==> src/rtl/fmul_pkg.sv <==
// Shared FMUL definitions: IEEE-754 single constants, field widths and the
// payload carried from the normalize register to the round/pack register.
package fmul_pkg;

  localparam int EXP_W  = 8;
  localparam int FRAC_W = 23;
  localparam int PROD_W = 48;
  localparam int SUM_W  = 10;

  localparam logic [31:0] QNAN = 32'h7FC00000;
  localparam int EXP_MAX = 255;
  localparam int BIAS    = 127;

  typedef enum logic [1:0] {
    KIND_ARITH,
    KIND_PRIMAL,
    KIND_ERROR
  } kind_e;

  // One extra exponent bit so the +1 from normalize and rounding never wraps.
  typedef struct packed {
    logic              sign;
    logic [FRAC_W-1:0] mant;
    logic              g;
    logic              s;
    logic [SUM_W:0]    exp;
    logic [31:0]       bypass;
    kind_e             kind;
  } s1_payload_t;

endpackage

==> src/rtl/fmul_rne_round.sv <==
// Combinational round-to-nearest-even, overflow/underflow detection and
// packing of a normalized stage-1 payload.
module fmul_rne_round
  import fmul_pkg::*;
(
  input  s1_payload_t payload,
  output logic [31:0] result,
  output logic        overflow,
  output logic        underflow,
  output logic        inexact,
  output logic        error
);

  logic              round_up;
  logic [FRAC_W:0]   mant_sum;
  logic [SUM_W:0]    exp_rnd;

  assign round_up = payload.g & (payload.s | payload.mant[0]);
  assign mant_sum = {1'b0, payload.mant} + {{FRAC_W{1'b0}}, round_up};
  // A carry out of the fraction leaves mant_sum[22:0] all zero, so only the exponent moves.
  assign exp_rnd  = payload.exp + {{SUM_W{1'b0}}, mant_sum[FRAC_W]};

  always_comb begin
    result    = '0;
    overflow  = 1'b0;
    underflow = 1'b0;
    inexact   = 1'b0;
    error     = 1'b0;
    case (payload.kind)
      KIND_ERROR: begin
        result = QNAN;
        error  = 1'b1;
      end
      KIND_PRIMAL: begin
        result = payload.bypass;
      end
      default: begin
        inexact = payload.g | payload.s;
        if ($signed(exp_rnd) >= $signed((SUM_W+1)'(EXP_MAX))) begin
          result   = {payload.sign, 8'hFF, {FRAC_W{1'b0}}};
          overflow = 1'b1;
          inexact  = 1'b1;
        end else if ($signed(exp_rnd) <= $signed((SUM_W+1)'(0))) begin
          result    = {payload.sign, 31'b0};
          underflow = 1'b1;
          inexact   = 1'b1;
        end else begin
          result = {payload.sign, exp_rnd[EXP_W-1:0], mant_sum[FRAC_W-1:0]};
        end
      end
    endcase
  end

endmodule

==> src/rtl/fmul_round_pack.sv <==
// Final FMUL stage: normalize into a first register, round/pack into a second,
// with valid/ready backpressure through both slots.
module fmul_round_pack
  import fmul_pkg::*;
#(
  parameter int FTZ = 1
) (
  input  logic        clk,
  input  logic        reset,
  input  logic        in_valid,
  output logic        in_ready,
  input  logic        a_sign,
  input  logic        a_primal,
  input  logic [7:0]  a_primal_exp,
  input  logic [22:0] a_primal_frac,
  input  logic        a_error,
  input  logic [47:0] a_partial_frac,
  input  logic [9:0]  a_exp_sum,
  output logic        out_valid,
  input  logic        out_ready,
  output logic [31:0] result,
  output logic        overflow,
  output logic        underflow,
  output logic        inexact,
  output logic        error
);

  if (FTZ != 1) begin : g_bad_ftz
    $error("fmul_round_pack: only FTZ=1 is supported");
  end

  s1_payload_t    norm;
  s1_payload_t    s1;
  logic           s1_valid;
  logic           s2_valid;
  logic           s2_advance;
  logic [SUM_W:0] exp_ext;

  logic [31:0] rnd_result;
  logic        rnd_overflow;
  logic        rnd_underflow;
  logic        rnd_inexact;
  logic        rnd_error;

  assign s2_advance = !s2_valid || out_ready;
  assign in_ready   = !s1_valid || s2_advance;
  assign out_valid  = s2_valid;
  assign exp_ext    = {a_exp_sum[SUM_W-1], a_exp_sum};

  // A product without a leading one in bit 47 or 46 is illegal upstream; it packs as signed zero.
  always_comb begin
    norm      = '0;
    norm.sign = a_sign;
    if (a_error) begin
      norm.kind   = KIND_ERROR;
      norm.bypass = QNAN;
    end else if (a_primal) begin
      norm.kind   = KIND_PRIMAL;
      norm.bypass = {a_sign, a_primal_exp, a_primal_frac};
    end else if (a_partial_frac[47]) begin
      norm.kind = KIND_ARITH;
      norm.mant = a_partial_frac[46:24];
      norm.g    = a_partial_frac[23];
      norm.s    = |a_partial_frac[22:0];
      norm.exp  = exp_ext + (SUM_W+1)'(1);
    end else if (a_partial_frac[46]) begin
      norm.kind = KIND_ARITH;
      norm.mant = a_partial_frac[45:23];
      norm.g    = a_partial_frac[22];
      norm.s    = |a_partial_frac[21:0];
      norm.exp  = exp_ext;
    end else begin
      norm.kind   = KIND_PRIMAL;
      norm.bypass = {a_sign, 31'b0};
    end
  end

  fmul_rne_round u_round (
    .payload   (s1),
    .result    (rnd_result),
    .overflow  (rnd_overflow),
    .underflow (rnd_underflow),
    .inexact   (rnd_inexact),
    .error     (rnd_error)
  );

  always_ff @(posedge clk or posedge reset) begin
    if (reset) begin
      s1_valid  <= 1'b0;
      s1        <= '0;
      s2_valid  <= 1'b0;
      result    <= '0;
      overflow  <= 1'b0;
      underflow <= 1'b0;
      inexact   <= 1'b0;
      error     <= 1'b0;
    end else begin
      if (in_ready) begin
        s1_valid <= in_valid;
        if (in_valid) s1 <= norm;
      end
      if (s2_advance) begin
        s2_valid <= s1_valid;
        if (s1_valid) begin
          result    <= rnd_result;
          overflow  <= rnd_overflow;
          underflow <= rnd_underflow;
          inexact   <= rnd_inexact;
          error     <= rnd_error;
        end
      end
    end
  end

endmodule

==> config.mk <==
export PLATFORM = sky130hd
export DESIGN_NAME = fmul_round_pack
export DESIGN_NICKNAME = d
export VERILOG_FILES = /design/src/rtl/fmul_pkg.sv /design/src/rtl/fmul_rne_round.sv /design/src/rtl/fmul_round_pack.sv
export SDC_FILE = /design/constraint.sdc
export NUM_CORES = 1
export LEC_CHECK = 0
export BUFFER_PORTS_ARGS = -buffer_cell sky130_fd_sc_hd__buf_2
export CAP_MARGIN = 20
export CORE_MARGIN = 5
export CORE_UTILIZATION = 39
export DETAILED_ROUTE_END_ITERATION = 7
export SLEW_MARGIN = 30
export SYNTH_ARGS = -nofsm -noshare
export SYNTH_HDL_FRONTEND = slang
export SYNTH_SLANG_ARGS = --single-unit
==> constraint.sdc <==
create_clock -name clk -period 3.7 [get_ports clk]
set_input_delay 0.37 -clock clk [delete_from_list [all_inputs] [get_ports clk]]
set_output_delay 0.37 -clock clk [all_outputs]
set_load 0.1 [all_outputs]
==> flow_metrics.tcl <==
set metrics [dict create \
    post_synth_main_area_contributors "dfrtp_1, nand2_1, o21ai_0" \
    wl_met2_um 6830 \
    worst-endpoint-required_ns 3.93 \
    area_fraction_in_compound_gates_after_synthesis_pct 20.4 \
    clockBufferDepth 2 \
    gr-total-overflow 0 \
    outcome "completed" \
    worst_setup_path_end_kind "flip-flop" \
    clock_buffer_count_from_cts 9 \
    timing.hold.worst.class "in -> async" \
    synth-async-reset-ratio_pct 100 \
    intPower_mw 2.10 \
    seq_area_frac_synth_pct 49.1 \
    die-height_um 129 \
    number_of_global_route_vias_before_repair 4818 \
    power.total_mw 3.42 \
    synth_top_family_by_area "compound AO/OA/AOI/OAI gates" \
    gr-usage-all-layers_pct 18.8 \
    viasPerCell 5.41 \
    placement_rows 43 \
    synthMuxAreaShare_pct 0.766 \
    core_um2 13900 \
    post-synth-top-area-cell "dfrtp_1" \
    floorplan.initialDensity_pct 39.8 \
    setup_repair_after_global_routing_missed_its_margin "false" \
    power.clock.fraction_pct 29.5 \
    insertion_delay_ns 0.36 \
    io_pins 134 \
    synthAdderAreaFrac_pct 1.58 \
    gp_congestion 0.869 \
    max-vdd-ir-drop_mv 0.286 \
    finalWorstSetupSlack_ns 0.183 \
    detailedPlacementHpwl_um 11400 \
    cts_tree "yes" \
    pre_cts_slack_ns 0.0604 \
    total_leakage_power_nw 3.21 \
    synth.net_count 698 \
    timing.setup.tns_ns 0 \
    antenna_cells_inserted 0 \
    yosys.cell_count.top_type "nand2_1" \
    final-instance-count-excl-fill 896 \
    yosys_most_used_dff "dfrtp_1" \
    hold_viol 0 \
    synth_area_um2 5550 \
    grt_pass1_wl_um 24900 \
    number_of_instances_in_the_synthesized_netlist 595 \
    critPathLaunchType "flip-flop" \
    synth-edff-count 0 \
    max-cap-violations 0 \
    route.detailed.drc 0 \
    post_synth.cell_area_avg_um2 9.33 \
    post-synth-top-area-fraction_pct 49.1 \
    final_antenna_net_count 0 \
    switching_share_pct 38.5 \
    synthXorXnorAreaFrac_pct 5.36 \
    count_of_h_tree_levels_built_during_cts 3 \
    rr_worst_depth 13 \
    number_of_cells_in_the_design_after_placement 875 \
    cp.arrival_ns 3.75 \
    yosys_warnings 0 \
    port-buffer-count 133 \
    die_area_um2 16700 \
    area_share_of_and_or_nand_nor_cells_after_synthesis_pct 19.3 \
    design.final.nets 814 \
    sequentialPowerShare_pct 41.4 \
    p_sw_mw 1.32 \
    cts_hold_buffers 0 \
    max-slew-margin-rel_pct 53.2 \
    area.growth.synth_to_final_pct 21.0 \
    drt_wl_total_um 15400 \
    fp.dieW_um 129 \
    grt_max_degree 90 \
    synth.cells.most_frequent "nand2_1, dfrtp_1, o21ai_0" \
    layout.core_utilization_pct 48.2 \
    cts_root_buf "clkbuf_16" \
    clk_pin_slew_worst_paths_ns 0.07 \
    cts_num_sinks 109 \
    ys_seq_elements 109 \
    drt_iter0_drc 359 \
    post_route_cells_drive_above_1_share_pct 25.4 \
    wl_per_cell_um 17.2 \
    timing.final.setup_violations 0 \
    grt_antenna_before_repair 0 \
    critical_path_class "reg -> reg" \
    power.share.combinational_pct 29.1 \
    route.met3.wl_um 878 \
    highest_net_fanout_along_the_worst_path 23 \
    top_signal_layer_used "met4" \
    fmax_mhz 284 \
    final.period_utilization_pct 95.0 \
    power_per_cell_area_nw_per_um2 508 \
    finalWorstPathRequiredPeriod_ns 3.52 \
    drt_first_pass_iters 5 \
    detail_route.wirelength.met1_um 7450 \
    synth.distinct_cells 49 \
    maxSlewViolCount 0 \
    worst_slew_pin_slew_ns 0.702 \
    clock_skew_ns 0.00902 \
    routed-via-count 4846 \
]
registers in the layout (all words and copies together), names as in the netlist:
| register | flops |
|---|---|
| s1 | 71 |
| result | 32 |
| error | 1 |
| inexact | 1 |
| out_valid | 1 |
| overflow | 1 |
| s1_valid | 1 |
| underflow | 1 |
power by group through the flow:
stage / Combinational (mW) / Sequential [mW] / Clock (mW)
floorplan: 0.329 / 1.84 / 0
global placement: 0.975 / 1.43 / 0
CTS: 0.990 / 1.41 / 1.02
global route: 1.06 / 1.43 / 1.07
finish: 0.994 / 1.41 / 1.01
detailed placement: 0.987 / 1.43 / 0
layout by cell type (no fill, tap or decap), types with 4 or more instances in the layout:
cell / synthesis / final
a21oi_1: 25 / 25
a221o_1: 23 / 23
a22o_1: 5 / 5
a22oi_1: 24 / 24
and3_1: 26 / 25
and4_1: 5 / 4
buf_2: 1 / 133
buf_4: 0 / 12
clkbuf_16: 0 / 9
dfrtp_1: 109 / 108
ha_1: 7 / 5
nand2_1: 118 / 116
nand2b_1: 5 / 5
nand3_1: 19 / 19
nand4_1: 5 / 5
nor2_1: 23 / 22
nor2b_1: 4 / 4
nor3_1: 5 / 5
nor4_1: 5 / 5
o21a_1: 4 / 4
o21ai_0: 67 / 67
or2_2: 4 / 4
xnor2_1: 23 / 23
xor2_1: 11 / 11
critical path: stages (launching register included):
cell and delay, ns:
dfrtp_1 0.41, and4_4 0.25, and3_1 0.20, and3_4 0.22, and4_1 0.22, ha_2 0.24, ha_4 0.18, and3_1 0.20
and4_1 0.26, o211ai_2 0.13, a2111oi_4 0.46, nor3_2 0.09, buf_4 0.23, a221o_1 0.32
worst paths after layout:
path                                   start    endpoint  slack (ns)
setup / recovery                      s1[61]  result[11]        0.18
hold / removal                         reset      s1[33]         0.1
setup reg to reg                      s1[61]  result[11]        0.18
hold reg to reg                        s1[5]       s1[5]        0.48
max in group asynchronous              reset      s1[25]        2.70
min in group clk           a_primal_frac[15]      s1[17]        0.25
per-layer routing:
layer,up-vias,global-route usage [%]
met2,147,28.9
met5,-,0
met3,18,2.56
met4,0,6.36
li1,2366,-
met1,2315,27.4
timing repair:
item	in CTS	in global routing
endpoints found under the setup margin	0	25
hold endpoints to repair	0	0
gates resized for setup	0	7
buffers inserted	0	5
stage by stage:
stage / hold WS [ns] / instance area (um^2)
3_3_place_gp: 0.458 / 6340
4_1_cts: 0.130 / 6660
3_5_place_dp: 0.466 / 6350
6_report: 0.0985 / 6720
5_1_grt: 0.165 / 6720
2_1_floorplan: 0.442 / 5550
cell families (layout without fill, tap and decap cells):
family,Yosys count,after routing
simple gates,228,228
mux,4,4
compound gates,168,168
flops,109,109
buf+inv,45,166
fa+ha+maj,7,7
xor+xnor,34,34
final cells by class:
type	instances	area (um^2)
inverter	4	17.5
multi-input combinational	441	2660
timing repair buffer	146	776
fill	1342	7210
sequential	109	2730
clock buffer	10	239
clock inverter	6	71.3
tap	180	225
Power figures use the tool's default switching activity.
